<file path="src/rtl/display_pkg.sv">
// Shared constants and types for the multiplexed 7-segment display scanner.
package display_pkg;

  localparam int NUM_DIGITS = 4;
  localparam logic [NUM_DIGITS-1:0] AN_ALL_OFF = 4'b1111;

  // Scan phase: GUARD keeps every anode off, SHOW lights one digit.
  typedef enum logic {
    GUARD = 1'b0,
    SHOW  = 1'b1
  } scan_state_e;

endpackage

</file>
<file path="src/rtl/lz_blank_mask.sv">
// Per-digit suppression mask: a digit goes dark when disabled, or when
// leading-zero suppression is on and it and every digit above it is zero.
// Digit 0 is never zero-suppressed so a value of zero still shows "0".
module lz_blank_mask
  import display_pkg::*;
(
  input  logic [15:0]           snapshot,
  input  logic [NUM_DIGITS-1:0] digit_en,
  input  logic                  lz_suppress,
  output logic [NUM_DIGITS-1:0] suppress
);

  logic zero_3;
  logic zero_32;
  logic zero_321;

  // Zero-run detection from the most significant digit downward.
  always_comb begin
    zero_3   = (snapshot[15:12] == 4'h0);
    zero_32  = zero_3 && (snapshot[11:8] == 4'h0);
    zero_321 = zero_32 && (snapshot[7:4] == 4'h0);

    suppress[0] = ~digit_en[0];
    suppress[1] = ~digit_en[1] | (lz_suppress & zero_321);
    suppress[2] = ~digit_en[2] | (lz_suppress & zero_32);
    suppress[3] = ~digit_en[3] | (lz_suppress & zero_3);
  end

endmodule

</file>
<file path="src/rtl/display_scan_ctrl.sv">
// Four-digit display scanner: walks a digit index through GUARD/SHOW
// windows, drives active-low anodes and feeds a shared external decoder.
// The value is captured once per frame so a frame never mixes two values.
module display_scan_ctrl
  import display_pkg::*;
#(
  parameter int TICKS_PER_DIGIT = 100000,
  parameter int GUARD_TICKS     = 1000,
  parameter int CNT_W           = 17
) (
  input  logic                  clk,
  input  logic                  reset,
  input  logic [15:0]           value,
  input  logic [NUM_DIGITS-1:0] digit_en,
  input  logic [NUM_DIGITS-1:0] dp_in,
  input  logic                  lz_suppress,
  output logic [NUM_DIGITS-1:0] an,
  output logic [3:0]            n,
  output logic                  blank,
  output logic                  dp,
  output logic [1:0]            digit_idx,
  output logic                  frame_done
);

  localparam logic [CNT_W-1:0] SHOW_LAST  = CNT_W'(TICKS_PER_DIGIT - 1);
  localparam logic [CNT_W-1:0] GUARD_LAST = CNT_W'(GUARD_TICKS - 1);

  scan_state_e           state_q, state_d;
  logic [CNT_W-1:0]      tick_q, tick_d;
  logic [1:0]            idx_q, idx_d;
  logic [15:0]           snap_q, snap_d;

  logic [NUM_DIGITS-1:0] an_q, an_d;
  logic [3:0]            n_q, n_d;
  logic                  blank_q, blank_d;
  logic                  dp_q, dp_d;
  logic                  fd_q, fd_d;

  logic [NUM_DIGITS-1:0] suppress;

  // Suppression is judged against the snapshot that the next cycle displays.
  lz_blank_mask u_lz_blank_mask (
    .snapshot    (snap_d),
    .digit_en    (digit_en),
    .lz_suppress (lz_suppress),
    .suppress    (suppress)
  );

  // Next-state: tick counter, GUARD/SHOW sequencing, digit walk, snapshot.
  always_comb begin
    state_d = state_q;
    tick_d  = tick_q + CNT_W'(1);
    idx_d   = idx_q;
    snap_d  = snap_q;

    // Capture at the very start of a frame (first GUARD cycle of digit 0).
    if (state_q == GUARD && idx_q == 2'd0 && tick_q == '0) begin
      snap_d = value;
    end

    case (state_q)
      GUARD: begin
        if (tick_q == GUARD_LAST) begin
          state_d = SHOW;
          tick_d  = '0;
        end
      end
      SHOW: begin
        if (tick_q == SHOW_LAST) begin
          state_d = GUARD;
          tick_d  = '0;
          idx_d   = idx_q + 2'd1;
        end
      end
      default: begin
        state_d = GUARD;
        tick_d  = '0;
      end
    endcase
  end

  // Output decode from the next state so the registered outputs line up
  // with the state they describe.
  always_comb begin
    an_d    = AN_ALL_OFF;
    n_d     = 4'h0;
    blank_d = 1'b1;
    dp_d    = 1'b1;
    fd_d    = 1'b0;

    if (state_d == SHOW) begin
      n_d  = snap_d[{idx_d, 2'b00} +: 4];
      fd_d = (idx_d == 2'd3) && (tick_d == SHOW_LAST);
      if (!suppress[idx_d]) begin
        an_d    = ~(4'b0001 << idx_d);
        blank_d = 1'b0;
        dp_d    = ~dp_in[idx_d];
      end
    end
  end

  // State, counter, snapshot and output registers with synchronous reset.
  always_ff @(posedge clk) begin
    if (reset) begin
      state_q <= GUARD;
      tick_q  <= '0;
      idx_q   <= 2'd0;
      snap_q  <= 16'h0000;
      an_q    <= AN_ALL_OFF;
      n_q     <= 4'h0;
      blank_q <= 1'b1;
      dp_q    <= 1'b1;
      fd_q    <= 1'b0;
    end else begin
      state_q <= state_d;
      tick_q  <= tick_d;
      idx_q   <= idx_d;
      snap_q  <= snap_d;
      an_q    <= an_d;
      n_q     <= n_d;
      blank_q <= blank_d;
      dp_q    <= dp_d;
      fd_q    <= fd_d;
    end
  end

  assign an         = an_q;
  assign n          = n_q;
  assign blank      = blank_q;
  assign dp         = dp_q;
  assign digit_idx  = idx_q;
  assign frame_done = fd_q;

endmodule

</file>
<file path="config.mk">
export PLATFORM = sky130hd
export DESIGN_NAME = display_scan_ctrl
export DESIGN_NICKNAME = d
export VERILOG_FILES = /design/src/rtl/display_pkg.sv /design/src/rtl/lz_blank_mask.sv /design/src/rtl/display_scan_ctrl.sv
export SDC_FILE = /design/constraint.sdc
export NUM_CORES = 1
export LEC_CHECK = 0
export BUFFER_PORTS_ARGS = -buffer_cell sky130_fd_sc_hd__buf_2
export CAP_MARGIN = 20
export CORE_MARGIN = 10
export CORE_UTILIZATION = 56
export CTS_BUF_LIST = sky130_fd_sc_hd__clkbuf_16
export DETAILED_ROUTE_END_ITERATION = 8
export HOLD_SLACK_MARGIN = 0.1
export PLACE_DENSITY = 0.75
export SYNTH_ARGS = -nofsm -noshare
export SYNTH_HDL_FRONTEND = slang
export SYNTH_SLANG_ARGS = --single-unit
</file>
<file path="constraint.sdc">
create_clock -name clk -period 3.31 [get_ports clk]
set_clock_uncertainty 0.05 [all_clocks]
set_input_delay 0.331 -clock clk [delete_from_list [all_inputs] [get_ports clk]]
set_output_delay 0.331 -clock clk [all_outputs]
set_load 0.05 [all_outputs]
</file>
==> results of run 1 <==
worst register-to-register path, stage by stage (launching register included):
cell	delay, ns
dfxtp_1	0.35
ha_1	0.29
nand4_1	0.18
nor3_1	0.09
and3_1	0.29
xnor2_4	0.79
a21boi_1	0.35
o311ai_2	0.12
a211o_1	0.24
cells by family after synthesis:
logic type	share of synthesized area, %
AO/OA/AOI/OAI	9.45
XOR/XNOR	7.48
buffers and inverters	5.81
adder cells (fa/ha/maj)	1.52
flip-flops	38.0
multiplexers	10.4
AND/OR/NAND/NOR	27.4
sequential cells by signal (all words and copies together), names as in the netlist:
name / cells
tick_q: 17
snap_q: 16
an: 4
n: 4
digit_idx: 2
blank: 1
dp: 1
frame_done: 1
state_q: 1
area by class of cell:
class / count / area share, %
clock inverter: 3 / 0.719
inverter: 9 / 1.21
multi-input combinational: 212 / 49.9
clock buffer: 5 / 4.49
sequential: 47 / 33.8
tap: 52 / 2.34
timing repair buffer: 41 / 7.55
layer usage:
layer  global-route usage (%)  up-vias  part of all wire (%)  wire length (µm)
met5                        0        -                     0                 0
met4                     4.71        0                  0.95                53
met3                     4.88        5                   8.2               455
met2                     24.1       74                    46              2530
met1                     19.1      937                    45              2520
li1                         -     1057                     -                 -
placed cells by master (no fill, tap or decap), types with 2 or more instances in the layout:
cell | Yosys | layout
clkbuf_16 | 0 | 5
o211ai_1 | 3 | 3
nor2_1 | 27 | 27
buf_2 | 7 | 39
ha_1 | 3 | 3
mux2_2 | 2 | 2
xnor2_1 | 9 | 9
dfxtp_1 | 47 | 47
nor3_1 | 6 | 6
inv_1 | 9 | 9
or4_4 | 2 | 2
nand4b_1 | 2 | 2
nor4_1 | 5 | 5
mux2i_1 | 22 | 22
xor2_1 | 9 | 9
buf_4 | 0 | 2
a32o_1 | 4 | 4
nand3_1 | 9 | 9
a21oi_1 | 16 | 16
nand2_1 | 54 | 54
o31a_1 | 2 | 2
nand4_1 | 6 | 6
and3_1 | 4 | 4
a31oi_1 | 2 | 2
or4_1 | 4 | 4
worst max-delay path by stage:
stage                           end  cells after the start  slack (ns)                  start
floorplan           n[1]$_SDFF_PP0_                     10        0.93  tick_q[13]$_SDFF_PP0_
global placement      dp$_SDFF_PP1_                      8        0.59   tick_q[0]$_SDFF_PP0_
detailed placement    dp$_SDFF_PP1_                      8        0.47   tick_q[0]$_SDFF_PP0_
CTS                   dp$_SDFF_PP1_                      8        0.46   tick_q[0]$_SDFF_PP0_
global route          dp$_SDFF_PP1_                      8        0.23   tick_q[0]$_SDFF_PP0_
finish                dp$_SDFF_PP1_                      8        0.47   tick_q[0]$_SDFF_PP0_
stage by stage:
| step | power, mW | util [%] |
|---|---|---|
| 2_1_floorplan | 0.721 | - |
| 3_3_place_gp | 0.766 | 61.1 |
| 3_5_place_dp | 0.770 | 61.1 |
| 4_1_cts | 1.26 | 64.4 |
| 5_1_grt | 1.31 | 64.4 |
| 6_report | 1.25 | 64.4 |
power breakdown:
part,internal [mW],switching (mW)
logic,0.0616,0.0906
clock network,0.278,0.215
registers,0.588,0.0177
total,0.928,0.323
==> reports/qor.csv, run 1 <==
metric,value,unit
buffer count from post-CTS setup fixing,0,
vias in the first global route,2017,
setup ws final,0.469,ns
initial drt markers,177,
R2R cell count,8,
DRT Wirelength,5.56,mm
Synth Warn #,0,
first-pass GRT wire length,9.40,mm
Critical Path RT,3.44,ns
unrepaired setup endpoints after global routing,no,
Via density,5.62,
initial antenna violation count,0,
"Area growth, synth to finish",12.5,%
Max-cap violations,0,
most common cell in the netlist,nand2_1,
Cells after Synth,287,
Rows,24,
"Avg Cell Area, Syn",8.62,µm²
Worst Path Arrival,2.97,ns
final period utilization,85.8,%
reg2reg start,tick_q[0]$_SDFF_PP0_,
CTS H-tree depth,2,
Filler Cell Count,369,
ant diodes,0,
clock sink count,47,
largest net degree at the start of global routing,26,
Post-DRT Antenna Nets,0,
clock buffer depth,2,
DR WL/cell,15.1,µm
Final #Nets,346,
CTS hold repair buffers,0,
R2R Setup Slk,0.47,ns
library cells used by synthesis,46,
hold_sp,digit_en[0],
Clock Tree Root,clkbuf_16,
Synth area leader,dfxtp_1,
sequential-to-total area share from yosys stat,38.0,%
Die X-Extent,86.5,µm
hold endpoint,an[0]$_SDFF_PP1_,
Ports,40,
critical path endpoint category,register,
1st-pass router iterations,4,
crit-path cells,"ha_1, nand4_1, nor3_1, and3_1, xnor2_4, a21boi_1, o311ai_2, a211o_1",
Tot GR Track Use,15.2,%
post-detail-place hpwl,4.22,mm
Crit Reg-Reg Endpoint,dp$_SDFF_PP1_,
crit path time final,2.84,ns
Peak VDD IR,285,µV
Non-Filler Instances,369,
Finished Cell Area,0.00279,mm²
synth cell count leaders,"nand2_1 (54), dfxtp_1 (47), nor2_1 (27)",
area post-placement,0.00264,mm²
status,finished clean,
CTS resizes,0,
Worst Hold Depth,2,
GRT Residual Overflow,0,
Post-Place Worst Slack,0.467,ns
Crit Path Max Fanout,25,
register area,941,µm²
Vias,2073,
CP Class,reg -> reg,
ys async rst share,0,%
Leakage,1.21,nW
Slew Limit Fails,0,
Die ar.,0.00748,mm²
Syn Nets,317,
worst slew pin tran,0.976,ns
Setup crit start kind,register,
slew margin rel.,35.0,%
Min Hold Slack,0.188,ns
TritonCTS clock tree,built,
most used flip-flop cell after synthesis,dfxtp_1,
final hold viol count,0,
Mapped Area,0.00247,mm²
"delay-heaviest family, CP",XOR/XNOR gates,
"EDFF count, synth",0,
Placed Cells,361,
Num CTS Buffers,5,
worst skew pair latency,0.29,ns
footprint of the multi-input gates,0.00139,mm²
PwrDens,449,mW/mm²
layout cell share with drive strength beyond 1,19.9,%
crit path buf inv count,0,
DIE HEIGHT,86.5,µm
Final Setup Violations,0,
maximum clock rate,352,MHz
CORE AREA,0.00432,mm²
crit path max-delay cell type,xnor2_4,
register clock-pin slew on the reported worst setup and hold paths,0.06,ns
Worst Hold Class,in -> reg,
setup TNS,0,ns
Routability Congestion,0.908,
input/output buffers,39,
number of remaining DRC errors,0,
Yosys top cell area share,38.0,%
initial cell density of the core,57.2,%
Synth area leaders,"dfxtp_1 (38%), mux2i_1 (8.9%), nand2_1 (8.2%)",
number of synthesized register bits,47,
Slowest Stage Delay on Critical Path,0.79,ns
Power figures use the tool's default switching activity.
==> inputs of run 2 (changes only) <==
--- a/config.mk
+++ b/config.mk
@@ -7,12 +7,16 @@
 export LEC_CHECK = 0
 export BUFFER_PORTS_ARGS = -buffer_cell sky130_fd_sc_hd__buf_2
 export CAP_MARGIN = 20
+export CELL_PAD_IN_SITES_DETAIL_PLACEMENT = 0
+export CELL_PAD_IN_SITES_GLOBAL_PLACEMENT = 2
 export CORE_MARGIN = 10
-export CORE_UTILIZATION = 56
+export CORE_UTILIZATION = 33
 export CTS_BUF_LIST = sky130_fd_sc_hd__clkbuf_16
+export CTS_CLUSTER_DIAMETER = 80
 export DETAILED_ROUTE_END_ITERATION = 8
 export HOLD_SLACK_MARGIN = 0.1
 export PLACE_DENSITY = 0.75
 export SYNTH_ARGS = -nofsm -noshare
 export SYNTH_HDL_FRONTEND = slang
+export SYNTH_HIERARCHICAL = 1
 export SYNTH_SLANG_ARGS = --single-unit
==> run 2 against run 1 <==
  * Sequential power is 2% lower
  * Register-to-register slack worse by 0.26 ns
  * First-iteration DRC count is 39% lower
  * Flip-flop and latch count stayed put
  * Die area is 52% higher
  * Clock power hardly changed
  * Critical endpoint is now an[2]$_SDFF_PP1_
  * Combinational power is 11% higher
  * Global-route usage is 2.0 points lower
  * Cell count is 22% higher
  * Synthesized cell count is 3.1% higher
  * Clock-buffer cell count stayed put
==> reports/qor.csv, run 2 <==
metric,value,unit,change
status,finished clean,,unchanged
worst slew pin tran,0.590,ns,was 0.976 ns
Net Sw Frac,25.5,%,was 25.8%
Crit Reg-Reg Endpoint,an[2]$_SDFF_PP1_,,was dp$_SDFF_PP1_
TritonCTS clock tree,built,,unchanged
Critical Path RT,3.50,ns,was 3.44 ns
Comb pwr share,13.4,%,was 12.2%
DR WL/cell,16.3,µm,was 15.1 µm
final hold viol count,0,,unchanged
Syn Nets,326,,was 317
final period utilization,93.6,%,was 85.8%
number of remaining DRC errors,0,,unchanged
Final Setup Violations,0,,unchanged
critical path endpoint category,register,,unchanged
Critical path origin,tick_q[13]$_SDFF_PP0_,,was tick_q[0]$_SDFF_PP0_
largest registers,"tick_q: 17 flops, snap_q: 16 flops",,unchanged
initial antenna violation count,0,,unchanged
Leakage,1.26,nW,was 1.21 nW
crit path time final,3.10,ns,was 2.84 ns
Peak VDD IR,191,µV,was 285 µV
unrepaired setup endpoints after global routing,no,,unchanged
slew margin rel.,60.3,%,was 35.0%
internal power,937,µW,was 928 µW
initial cell density of the core,34.0,%,was 57.2%
R2R cell count,14,,was 8
Max-cap violations,0,,unchanged
clock sink count,47,,unchanged
GRT Residual Overflow,0,,unchanged
"Avg Cell Area, Syn",8.34,µm²,was 8.62 µm²
CP Class,reg -> reg,,unchanged
1st-pass router iterations,5,,was 4
ant diodes,0,,unchanged
setup TNS,0,ns,unchanged
Setup crit start kind,register,,unchanged
post-detail-place hpwl,5.61,mm,was 4.22 mm
Mapped Area,0.00247,mm²,about the same
R2R Setup Slk,0.21,ns,was 0.47 ns
DRT Wirelength,7.30,mm,was 5.56 mm
initial drt markers,108,,was 177
sequential share of power,47.2,%,was 48.4%
Vias,2294,,was 2073
Slew Limit Fails,0,,unchanged
PwrDens,410,mW/mm²,was 449 mW/mm²
maximum clock rate,323,MHz,was 352 MHz
CTS hold repair buffers,0,,unchanged
largest register by flop count,tick_q,,unchanged
DIE HEIGHT,106,µm,was 86.5 µm
reg2reg start,tick_q[13]$_SDFF_PP0_,,was tick_q[0]$_SDFF_PP0_
Clock Tree Root,clkbuf_16,,unchanged
Tot GR Track Use,13.2,%,was 15.2%
clock buffer depth,2,,unchanged
Crit Path Max Fanout,9,,was 25
"Area growth, synth to finish",24.2,%,was 12.5%
Cells after Synth,296,,was 287
worst skew pair latency,0.29,ns,about the same
Rows,31,,was 24
"commonest non-fill, non-tap cell in the layout",dfxtp_1,,was nand2_1
Die ar.,0.0113,mm²,was 0.00748 mm²
Tot Pwr,1.26,mW,was 1.25 mW
Final #Nets,379,,was 346
Worst setup endpoint,an[2]$_SDFF_PP1_,,was dp$_SDFF_PP1_
first-pass GRT wire length,12.2,mm,was 9.40 mm
Clock Power Share,39.4,%,about the same
Min Hold Slack,0.264,ns,was 0.188 ns
layout cell share with drive strength beyond 1,25.7,%,was 19.9%
CORE AREA,0.00725,mm²,was 0.00432 mm²
Worst Hold Class,in -> reg,,unchanged
Ports,40,,unchanged
CTS H-tree depth,2,,unchanged
Die X-Extent,106,µm,was 86.5 µm
Via density,5.11,,was 5.62
Net Sw Power,320,µW,was 323 µW
Num CTS Buffers,5,,unchanged
register clock-pin slew on the reported worst setup and hold paths,0.06,ns,about the same
buffer count from post-CTS setup fixing,0,,unchanged
Post-DRT Antenna Nets,0,,unchanged
vias in the first global route,2340,,was 2017
Synth Warn #,6,,was 0
input/output buffers,39,,unchanged
most frequent cells in the layout,"dfxtp_1 (47), buf_2 (39), nand2_1 (34)",,"was nand2_1 (54), dfxtp_1 (47), buf_2 (39)"
CTS resizes,0,,unchanged
Largest register FFs,17,,unchanged
Routability Congestion,0.824,,was 0.908
largest net degree at the start of global routing,24,,was 26
Worst Path Arrival,3.29,ns,was 2.97 ns
-- run 2: metrics by stage --
step | setup WS [ns] | utilization, % | instance area, µm² | instances
floorplan | 0.0382 | - | 2480 | 296
global route | 0.0286 | 42.3 | 3070 | 449
global placement | 0.116 | 40.1 | 2910 | 441
detailed placement | 0.116 | 40.1 | 2910 | 441
finish | 0.212 | 42.3 | 3070 | 449
CTS | 0.0870 | 42.0 | 3050 | 449
-- run 2: per-layer routing --
layer	track usage (%)	vias up	wire [µm]
met1	16.8	1070	3430
met2	21.5	49	3430
li1	-	1166	-
met4	3.77	0	102
met3	3.44	9	334
met5	0	-	0
-- run 2: cell type report --
cell class | count | area (µm²)
clock buffer | 5 | 125
clock inverter | 3 | 16.3
fill | 760 | 4190
inverter | 12 | 45.0
multi-input combinational | 220 | 1440
sequential | 47 | 941
tap | 99 | 124
timing repair buffer | 63 | 379
-- run 2: worst min-delay path by stage --
stage                               from                   end  slack [ns]  cells after the start
floorplan           tick_q[0]$_SDFF_PP0_  tick_q[0]$_SDFF_PP0_        0.38                      1
global placement    tick_q[0]$_SDFF_PP0_  tick_q[0]$_SDFF_PP0_        0.40                      1
detailed placement  tick_q[0]$_SDFF_PP0_  tick_q[0]$_SDFF_PP0_        0.41                      1
CTS                             value[2]  snap_q[2]$_SDFF_PP0_        0.26                      3
global route                    value[2]  snap_q[2]$_SDFF_PP0_        0.28                      3
finish                          value[2]  snap_q[2]$_SDFF_PP0_        0.26                      3
-- run 2: power groups by stage --
stage	Clock, mW	Sequential [mW]	Combinational, mW
floorplan	0	0.603	0.108
global placement	0	0.606	0.167
detailed placement	0	0.607	0.166
CTS	0.508	0.594	0.167
global route	0.530	0.596	0.189
finish	0.495	0.594	0.168
-- run 2: worst max-delay path, stage by stage (launching register included) --
cell,delay [ns]
dfxtp_1,0.31
or4_1,0.60
nor4b_4,0.28
buf_6,0.17
nand2_1,0.11
buf_4,0.19
nand2_1,0.09
nand2_1,0.07
nor4_1,0.28
nand3_1,0.17
o21ai_2,0.16
o211a_1,0.17
a311oi_2,0.06
o21bai_4,0.20
or2_2,0.13
==> inputs of run 3 (changes only) <==
--- a/config.mk
+++ b/config.mk
@@ -5,17 +5,17 @@
 export SDC_FILE = /design/constraint.sdc
 export NUM_CORES = 1
 export LEC_CHECK = 0
-export BUFFER_PORTS_ARGS = -buffer_cell sky130_fd_sc_hd__buf_2
 export CAP_MARGIN = 20
 export CELL_PAD_IN_SITES_DETAIL_PLACEMENT = 0
 export CELL_PAD_IN_SITES_GLOBAL_PLACEMENT = 2
 export CORE_MARGIN = 10
-export CORE_UTILIZATION = 33
+export CORE_UTILIZATION = 37
 export CTS_BUF_LIST = sky130_fd_sc_hd__clkbuf_16
 export CTS_CLUSTER_DIAMETER = 80
 export DETAILED_ROUTE_END_ITERATION = 8
+export DONT_BUFFER_PORTS = 1
 export HOLD_SLACK_MARGIN = 0.1
-export PLACE_DENSITY = 0.75
+export PLACE_DENSITY = 0.74
 export SYNTH_ARGS = -nofsm -noshare
 export SYNTH_HDL_FRONTEND = slang
 export SYNTH_HIERARCHICAL = 1
==> run 3 against run 2 <==
  * Sequential power about the same
  * Power fell by 0.53%
  * Flip-flop and latch count unchanged
  * Critical path type unchanged
  * Via count fell by 4.4%
  * Cell count is 13% lower
  * Maximum frequency about the same
  * Clock power increased by 2%
==> reports/qor.csv, run 3 (same netlist as run 2, synthesis figures left out) <==
metric,value,unit,change
buffer count from post-CTS setup fixing,0,,unchanged
Worst Hold Depth,2,,was 3
Slew Limit Fails,0,,unchanged
crit path time final,3.10,ns,about the same
TritonCTS clock tree,built,,unchanged
DIE HEIGHT,102,µm,was 106 µm
Placed Cells,381,,was 441
R2R cell count,10,,was 14
Ports,40,,unchanged
register clock-pin slew on the reported worst setup and hold paths,0.07,ns,was 0.06 ns
crit-path cells,"or4_4, nor4b_4, nand2_2, mux2_2, or4_4, o21ai_2, o211a_1, a311oi_2, o21bai_4, or3_1",,"was or4_1, nor4b_4, buf_6, nand2_1, buf_4, nand2_1, nand2_1, nor4_1, nand3_1, o21ai_2, o211a_1, a311oi_2, o21bai_4, or2_2"
Crit Path Max Fanout,7,,was 9
DRT Wirelength,7.29,mm,was 7.30 mm
Rows,29,,was 31
CORE AREA,0.00642,mm²,was 0.00725 mm²
Worst Path Arrival,3.28,ns,was 3.29 ns
number of remaining DRC errors,0,,unchanged
largest registers,"tick_q: 17 flops, snap_q: 16 flops",,unchanged
clock buffer depth,2,,unchanged
GRT Residual Overflow,0,,unchanged
Max-cap violations,0,,unchanged
fin util,44.5,%,was 42.3%
input/output buffers,0,,was 39
Post-DRT Antenna Nets,0,,unchanged
layout cell share with drive strength beyond 1,16.9,%,was 25.7%
Tot Pwr,1.25,mW,was 1.26 mW
first-pass GRT wire length,11.5,mm,was 12.2 mm
vias in the first global route,2068,,was 2340
Setup crit start kind,register,,unchanged
Vias,2194,,was 2294
crit path buf inv count,0,,was 2
Final #Nets,342,,was 379
Routability Congestion,0.786,,was 0.824
"Area growth, synth to finish",15.8,%,was 24.2%
Min Hold Slack,0.155,ns,was 0.264 ns
unrepaired setup endpoints after global routing,no,,unchanged
critical path endpoint category,register,,unchanged
ant diodes,0,,unchanged
hold_sp,value[2],,unchanged
Critical path origin,tick_q[3]$_SDFF_PP0_,,was tick_q[13]$_SDFF_PP0_
final period utilization,93.6,%,about the same
initial antenna violation count,0,,unchanged
CP Class,reg -> reg,,unchanged
Die ar.,0.0103,mm²,was 0.0113 mm²
initial cell density of the core,38.4,%,was 34.0%
post-detail-place hpwl,5.49,mm,was 5.61 mm
Die X-Extent,102,µm,was 106 µm
most frequent CP cell,or4_4,,was nand2_1
Num CTS Buffers,5,,unchanged
initial drt markers,125,,was 108
reg2reg start,tick_q[3]$_SDFF_PP0_,,was tick_q[13]$_SDFF_PP0_
DR WL/cell,18.7,µm,was 16.3 µm
Tot GR Track Use,14.1,%,was 13.2%
status,finished clean,,unchanged
largest register by flop count,tick_q,,unchanged
CTS H-tree depth,2,,unchanged
worst skew pair latency,0.29,ns,about the same
crit path max-delay cell type,or4_4,,was or4_1
most frequent cells in the layout,"dfxtp_1 (47), nand2_1 (33), nor2_1 (27)",,"was dfxtp_1 (47), buf_2 (39), nand2_1 (34)"
slew margin rel.,40.2,%,was 60.3%
Peak VDD IR,203,µV,was 191 µV
PwrDens,438,mW/mm²,was 410 mW/mm²
maximum clock rate,323,MHz,about the same
setup TNS,0,ns,unchanged
largest net degree at the start of global routing,21,,was 24
Worst Hold Class,in -> reg,,unchanged
Slowest Stage Delay on Critical Path,0.57,ns,was 0.60 ns
Largest register FFs,17,,unchanged
Via density,5.63,,was 5.11
Clock Tree Root,clkbuf_16,,unchanged
worst slew pin tran,0.893,ns,was 0.590 ns
Leakage,1.11,nW,was 1.26 nW
"delay-heaviest family, CP",simple AND/OR/NAND/NOR gates,,unchanged
Critical Path RT,3.49,ns,was 3.50 ns
final hold viol count,0,,unchanged
clock sink count,47,,unchanged
Non-Filler Instances,390,,was 449
Final Setup Violations,0,,unchanged
"commonest non-fill, non-tap cell in the layout",dfxtp_1,,unchanged
Worst path depth,10,,was 14
1st-pass router iterations,4,,was 5
-- run 3: cell count changes in the layout (fill, tap and decap cells not counted), sizes merged --
cell | before | now
dlygate4sd3 | 0 | 1
clkinvlp | 1 | 2
buf | 63 | 25
inv | 13 | 12
-- run 3: power by group --
part / leakage, nW / switching [mW] / internal [mW]
clock: 0.0658 / 0.225 / 0.279
combinational: 0.658 / 0.0887 / 0.0664
sequential: 0.382 / 0.00650 / 0.586
total: 1.11 / 0.320 / 0.931
-- run 3: metal layers --
layer,wire length (µm),GRT usage (%)
met5,0,0
met4,28,3.63
met3,514,3.81
met2,3060,19.7
met1,3680,20.5
-- run 3: timing repair --
action | in CTS | in global routing
endpoints found under the setup margin | 0 | 2
hold endpoints to repair | 20 | 0
gates resized for setup | 0 | 3
hold buffers | 1 | 0
-- run 3: per-stage QoR --
step	worst slack (ns)	area [µm²]
after floorplan	0.0382	2480
after global placement	0.127	2690
after detailed placement	0.0985	2690
after CTS	0.0944	2850
after global routing	0.0283	2860
final	0.212	2860
-- run 3: area by class of cell --
cell class,count,area (µm²)
Clock inverter,3,20.0
Fill cell,653,3560
Multi-Input combinational cell,220,1430
Sequential cell,47,941
Timing Repair Buffer,26,198
Tap cell,77,96.3
Inverter,12,45.0
Clock buffer,5,125
-- run 3: path summary, 6_finish.rpt --
path                                             end  slack, ns
worst min-delay path            snap_q[2]$_SDFF_PP0_       0.15
worst min register to register  tick_q[0]$_SDFF_PP0_       0.41
worst max-delay path                an[0]$_SDFF_PP1_       0.21
worst max register to register      an[0]$_SDFF_PP1_       0.21
